### config.mk
export PLATFORM = sky130hd
export DESIGN_NAME = fp_sqrt_pipe
export DESIGN_NICKNAME = d
export VERILOG_FILES = /design/src/rtl/fp_pkg.sv /design/src/rtl/fp_sqrt_stage.sv /design/src/rtl/fp_sqrt_pipe.sv
export SDC_FILE = /design/constraint.sdc
export NUM_CORES = 1
export LEC_CHECK = 0
export CAP_MARGIN = 25
export CORE_MARGIN = 2
export CORE_UTILIZATION = 56
export DETAILED_ROUTE_END_ITERATION = 6
export PLACE_DENSITY = 0.75
export SLEW_MARGIN = 20
export SYNTH_ARGS = -nofsm -noshare
export SYNTH_HDL_FRONTEND = slang
export SYNTH_SLANG_ARGS = --single-unit
### constraint.sdc
create_clock -name clk -period 16.4 [get_ports clk]
set_clock_uncertainty 0.1 [all_clocks]
set_input_delay 2.46 -clock clk [delete_from_list [all_inputs] [get_ports clk]]
set_output_delay 2.46 -clock clk [all_outputs]
set_load 0.01 [all_outputs]
### src/rtl/fp_pkg.sv
// fp_pkg: shared constants and helpers for the pipelined floating-point units.
package fp_pkg;
  localparam int FLAG_INVALID = 0;
  localparam int FLAG_INEXACT = 1;
  function automatic int sqrt_lat(input int mant_w);
    return mant_w + 4;
  endfunction
  function automatic logic [127:0] canon_qnan(input int exp_w, input int mant_w);
    return (((128'd1 << exp_w) - 128'd1) << mant_w) | (128'd1 << (mant_w - 1));
  endfunction
endpackage

### src/rtl/fp_sqrt_stage.sv
// fp_sqrt_stage: one registered restoring square-root step, consuming two radicand bits
// and producing one root bit; the whole stage freezes when en_i is low.
module fp_sqrt_stage #(
  parameter int N  = 12,
  parameter int MW = 8
) (
  input  logic           clk,
  input  logic           rst_n,
  input  logic           en_i,
  input  logic           valid_i,
  input  logic [2*N-1:0] rad_i,
  input  logic [N:0]     rem_i,
  input  logic [N-1:0]   root_i,
  input  logic [MW-1:0]  meta_i,
  output logic           valid_o,
  output logic [2*N-1:0] rad_o,
  output logic [N:0]     rem_o,
  output logic [N-1:0]   root_o,
  output logic [MW-1:0]  meta_o
);
  logic [N+2:0] cur, trial;
  logic fit;
  logic valid_q;
  logic [2*N-1:0] rad_q;
  logic [N:0] rem_q;
  logic [N-1:0] root_q;
  logic [MW-1:0] meta_q;
  always_comb begin
    cur = {rem_i, rad_i[2*N-1 -: 2]};
    trial = {1'b0, root_i, 2'b01};
    fit = cur >= trial;
  end
  always_ff @(posedge clk) begin
    if (!rst_n) valid_q <= 1'b0;
    else if (en_i) valid_q <= valid_i;
    if (en_i) begin
      rad_q <= {rad_i[2*N-3:0], 2'b00};
      rem_q <= (N+1)'(fit ? cur - trial : cur);
      root_q <= {root_i[N-2:0], fit};
      meta_q <= meta_i;
    end
  end
  assign valid_o = valid_q;
  assign rad_o = rad_q;
  assign rem_o = rem_q;
  assign root_o = root_q;
  assign meta_o = meta_q;
endmodule

### src/rtl/fp_sqrt_pipe.sv
// fp_sqrt_pipe: fully pipelined IEEE-754 square root (unpack, one root bit per stage,
// round-to-nearest-even pack); the entire pipe stalls together on output backpressure.
module fp_sqrt_pipe
  import fp_pkg::*;
#(
  parameter int EXP_W  = 5,
  parameter int MANT_W = 10
) (
  input  logic                  clk,
  input  logic                  rst_n,
  input  logic                  in_valid,
  output logic                  in_ready,
  input  logic [EXP_W+MANT_W:0] a,
  output logic                  out_valid,
  input  logic                  out_ready,
  output logic [EXP_W+MANT_W:0] result,
  output logic                  flag_invalid,
  output logic                  flag_inexact
);
  localparam int W    = 1 + EXP_W + MANT_W;
  localparam int BIAS = (1 << (EXP_W - 1)) - 1;
  localparam int N    = sqrt_lat(MANT_W) - 2;
  localparam int EW   = EXP_W + $clog2(MANT_W + 1) + 2;
  localparam int MW   = 2 + W + EXP_W;
  localparam logic [W-1:0] QNAN = W'(canon_qnan(EXP_W, MANT_W));
  logic [EXP_W-1:0] expf, rexp;
  logic [MANT_W-1:0] frac;
  logic is_nan, is_zero, special, invalid, odd;
  logic [W-1:0] spec_res;
  logic [MANT_W:0] sig;
  logic [N-1:0] sig_d, sig_q;
  logic signed [EW-1:0] e_s, e_a, e_h;
  logic [MW-1:0] meta_d, meta_q;
  logic v0_q;
  int msb;
  always_comb begin
    expf = a[W-2:MANT_W];
    frac = a[MANT_W-1:0];
    msb = 0;
    for (int k = 0; k < MANT_W; k++) if (frac[k]) msb = k;
    is_nan = &expf && |frac;
    is_zero = ~|expf && ~|frac;
    special = &expf || is_zero || a[W-1];
    invalid = (is_nan && !frac[MANT_W-1]) || (a[W-1] && !is_zero && !is_nan);
    spec_res = is_nan ? QNAN : is_zero ? {a[W-1], {(W-1){1'b0}}} : a[W-1] ? QNAN : a;
    // subnormals are normalised so the root always sees a significand in [1,2)
    sig = ~|expf ? (MANT_W+1)'(frac) << (MANT_W - msb) : {1'b1, frac};
    e_s = ~|expf ? EW'(1 - BIAS - MANT_W + msb) : EW'(expf) - EW'(BIAS);
    odd = e_s[0];
    sig_d = odd ? {sig, 1'b0} : {1'b0, sig};
    e_a = e_s - EW'(odd);
    e_h = e_a >>> 1;
    rexp = EXP_W'(e_h + EW'(BIAS));
    meta_d = {special, invalid, spec_res, rexp};
  end
  assign in_ready = !rst_n || !(out_valid && !out_ready);
  always_ff @(posedge clk) begin
    if (!rst_n) v0_q <= 1'b0;
    else if (in_ready) v0_q <= in_valid;
    if (in_ready) begin
      sig_q <= sig_d;
      meta_q <= meta_d;
    end
  end
  logic v_w [N+1];
  logic [2*N-1:0] rad_w [N+1];
  logic [N:0] rem_w [N+1];
  logic [N-1:0] root_w [N+1];
  logic [MW-1:0] meta_w [N+1];
  assign v_w[0] = v0_q;
  assign rad_w[0] = {sig_q, {N{1'b0}}};
  assign rem_w[0] = '0;
  assign root_w[0] = '0;
  assign meta_w[0] = meta_q;
  for (genvar i = 0; i < N; i++) begin : g_stage
    fp_sqrt_stage #(.N(N), .MW(MW)) u_stage (
      .clk(clk), .rst_n(rst_n), .en_i(in_ready),
      .valid_i(v_w[i]), .rad_i(rad_w[i]), .rem_i(rem_w[i]), .root_i(root_w[i]), .meta_i(meta_w[i]),
      .valid_o(v_w[i+1]), .rad_o(rad_w[i+1]), .rem_o(rem_w[i+1]), .root_o(root_w[i+1]), .meta_o(meta_w[i+1])
    );
  end
  logic sp, guard, sticky, up;
  logic [EXP_W+MANT_W-1:0] rounded;
  logic [W-1:0] result_d, result_q;
  logic [1:0] flags_d, flags_q;
  logic out_valid_q;
  logic unused;
  always_comb begin
    sp = meta_w[N][MW-1];
    guard = root_w[N][0];
    sticky = |rem_w[N];
    up = guard && (sticky || root_w[N][1]);
    // a carry out of the fraction lands in the exponent field and leaves the fraction zero
    rounded = {meta_w[N][EXP_W-1:0], root_w[N][N-2:1]} + (EXP_W+MANT_W)'(up);
    result_d = sp ? meta_w[N][EXP_W +: W] : {1'b0, rounded};
    flags_d = '0;
    flags_d[FLAG_INVALID] = sp && meta_w[N][MW-2];
    flags_d[FLAG_INEXACT] = !sp && (guard || sticky);
  end
  assign unused = ^{root_w[N][N-1], rad_w[N]};
  always_ff @(posedge clk) begin
    if (!rst_n) begin
      out_valid_q <= 1'b0;
      result_q <= '0;
      flags_q <= '0;
    end else if (in_ready) begin
      out_valid_q <= v_w[N];
      if (v_w[N]) begin
        result_q <= result_d;
        flags_q <= flags_d;
      end
    end
  end
  assign out_valid = out_valid_q;
  assign result = result_q;
  assign flag_invalid = flags_q[FLAG_INVALID];
  assign flag_inexact = flags_q[FLAG_INEXACT];
endmodule

==> impl_metrics.ini <==
[cts]
post-cts-setup-buffers = 0
cts_hold_buf = 0
htreeDepth = 2
clk_path_buf_depth = 3
clkLatencyLatePin_ns = 0.60
numClockSinks = 587
root_buffer = clkbuf_16
cts-resized-gates = 0
numCtsBuffers = 55
cts_tree = built
path_clk_slew_ns = 0.06

[critical_path]
r2r_start = out_valid
critPathArrivalTime_ns = 5.66
path_class = input port to primary output
start_kind = input port
path_common_cell = clkdlybuf4s50_1
r2r-end = result[12]
worstPathRequired_ns = 13.84
crit_path_top_delay_cell = clkinvlp_4
endpoint_kind = primary output
path_depth = 5
critPathMaxStageDelay_ns = 0.78
critPathBufInv = 4
crit_fanout = 28
rrSetupSlack_ns = 12.68
worstPathCellList = clkdlybuf4s50_1 -> and2_1 -> clkinvlp_4 -> buf_16 -> clkdlybuf4s50_1
critPathTopFamily = buffers and inverters
reg2reg_depth = 8

[cells_and_area]
layout_commonest_cell = edfxtp_1
n_antenna_cell = 0
n_fill_cell = 3061
areaGrowthSynthToFinish_pct = 11.48
final_cells = 2406
final_cell_mix = edfxtp_1, nand2_1, inv_1, ha_1, o21ai_0
nets = 1894
utilization = 0.6365
drive_above_1_share = 0.09006

[flow_run]
cap_violations = 0

[placement]
port_buffers = 39
hpwl_um = 24410
dp_cells = 2307
place_congestion = 0.8753

[synth]
synth_enable_flop_cells = 555
synth_cell_types = 80
synth_top_area_frac = 0.6747
synth-seq-cells = 587
yosysSeqAreaShare = 0.7006
synth_fp_nets = 1827
synth_area_leaders = edfxtp_1, ha_1, dfxtp_1
syn_area_um2 = 24700
synth_area_leader_cell = edfxtp_1
synth-main-ff-cell = edfxtp_1
yosys_warnings = 0
syn_inst = 1715
avgSynthCellArea_um2 = 14.40
async_flop_share = 0

[sta]
finalCritPeriodShare = 0.5014
finalHoldViolCount = 0
slew_headroom = 0.2863
setup_viol = 0
holdWs_ns = 0.3120
final_max_slew_viol_count = 0
rsz0062_at_grt = no
min_period_ns = 8.223
finalSetupTns_ns = 0
max_freq_mhz = 121.6
tightest_slew_ns = 1.071

[grt]
first_global_vias = 13556
antenna_found_initial = 0
grt_overflow_total = 0
grt_pass1_wl_um = 64940
track_usage = 0.1727
grt_start_max_net_pins = 213

[detailed_routing]
detail_route.iter0.violations = 744
drcViolationCount = 0
routed_wl_um = 39540
drtPass1Iterations = 5
vias_per_cell = 5.540
vias = 13330
ant_nets = 0
wl_per_cell_um = 16.43

[outcome]
status = completed

[min_path]
hp-class = register to register
worstHoldEndpoint = g_stage[4].u_stage.meta_o[5]
holdPathStages = 0
min_from = g_stage[3].u_stage.meta_o[5]

[floorplan]
start_util = 0.5709
die_h_um = 214.0
die_w_um = 214.0
ios = 40
std_cell_rows = 76
die_area_um2 = 45810
core_area_um2 = 43270

[power]
p_per_area_nw_per_um2 = 141.9
cellLeakagePower_uw = 0.01055
peakVddDrop_v = 0.00009240
==> cell type report <==
type	count	area, µm²	area share
Inverter	119	450.4	0.01636
Clock inverter	28	301.5	0.01095
Timing Repair Buffer	48	508.0	0.01845
Multi-Input combinational cell	971	6793	0.2467
Sequential cell	587	17310	0.6285
Clock buffer	68	1446	0.05252
Tap cell	585	732.0	0.02658
==> stage by stage <==
step	power (µW)	worst slack, ns	area, µm²
detailed placement	2689	7.509	25740
finish	3907	8.177	27540
CTS	3937	7.514	27490
global route	4097	7.844	27540
global placement	2650	7.625	25740
floorplan	2535	3.665	24710
==> flip-flops by register name, summed over array words and instances (netlist names) <==
register	cells
g_stage.u_stage.meta_o	276
g_stage.u_stage.rem_o	137
g_stage.u_stage.root_o	77
g_stage.u_stage.rad_o	30
meta_q	23
result	16
g_stage.u_stage.valid_o	12
sig_q	12
flags_q	2
out_valid	1
v0_q	1
==> layer usage <==
metal | global-route usage | routed length (µm) | vias up
met1 | 0.1920 | 15530 | 6446
met5 | 0 | 0 | -
li1 | - | - | 6548
met3 | 0.03191 | 1408 | 93
met4 | 0.05897 | 1142 | 0
met2 | 0.3294 | 21460 | 243
==> worst register-to-register path: stages, from the launching register on <==
cell and delay [ns]:
dfxtp_1 0.33, nor2b_1 0.17, and2_1 0.65, clkinvlp_4 0.79
buf_4 0.56, nand2_1 0.61, nor2_1 0.09, nand2_1 0.14
o221ai_1 0.15
==> where the power goes <==
part	internal, µW	total [µW]	switching (µW)
clock	705	1230	526
combinational	323	664	341
sequential	1900	2010	114
==> Yosys cell counts (all sizes together) (6+ instances only) <==
master	instances
edfxtp	555
nand2	131
inv	119
ha	86
o21ai	85
nor2	82
a21oi	79
mux2	50
xnor2	50
xor2	38
nor3	36
dfxtp	32
nor4	29
clkbuf	28
o21a	28
nand3	26
a21o	20
and2	16
a21boi	15
nor2b	14
o21bai	13
mux2i	12
nand2b	11
o31ai	11
buf	10
or2	10
or3	10
nand4	8
o211ai	8
or4	8
nand4b	7
a211oi	6
fa	6
==> worst max-delay path by stage <==
| stage | start | endpoint |
|---|---|---|
| 5_1_grt | rst_n | in_ready |
| 6_report | rst_n | in_ready |
| 4_1_cts | rst_n | in_ready |
| 2_1_floorplan | rst_n | result[8] |
| 3_3_place_gp | rst_n | in_ready |
| 3_5_place_dp | rst_n | in_ready |
==> logic make-up after synthesis <==
| family | share of synthesized area |
|---|---|
| flops | 0.7006 |
| fa+ha+maj | 0.04842 |
| simple gates | 0.08150 |
| xor+xnor | 0.03120 |
| compound gates | 0.08591 |
| buf+inv | 0.02457 |
| other cells | 0.0001518 |
| mux | 0.02766 |
(Power assumes the default switching activity.)
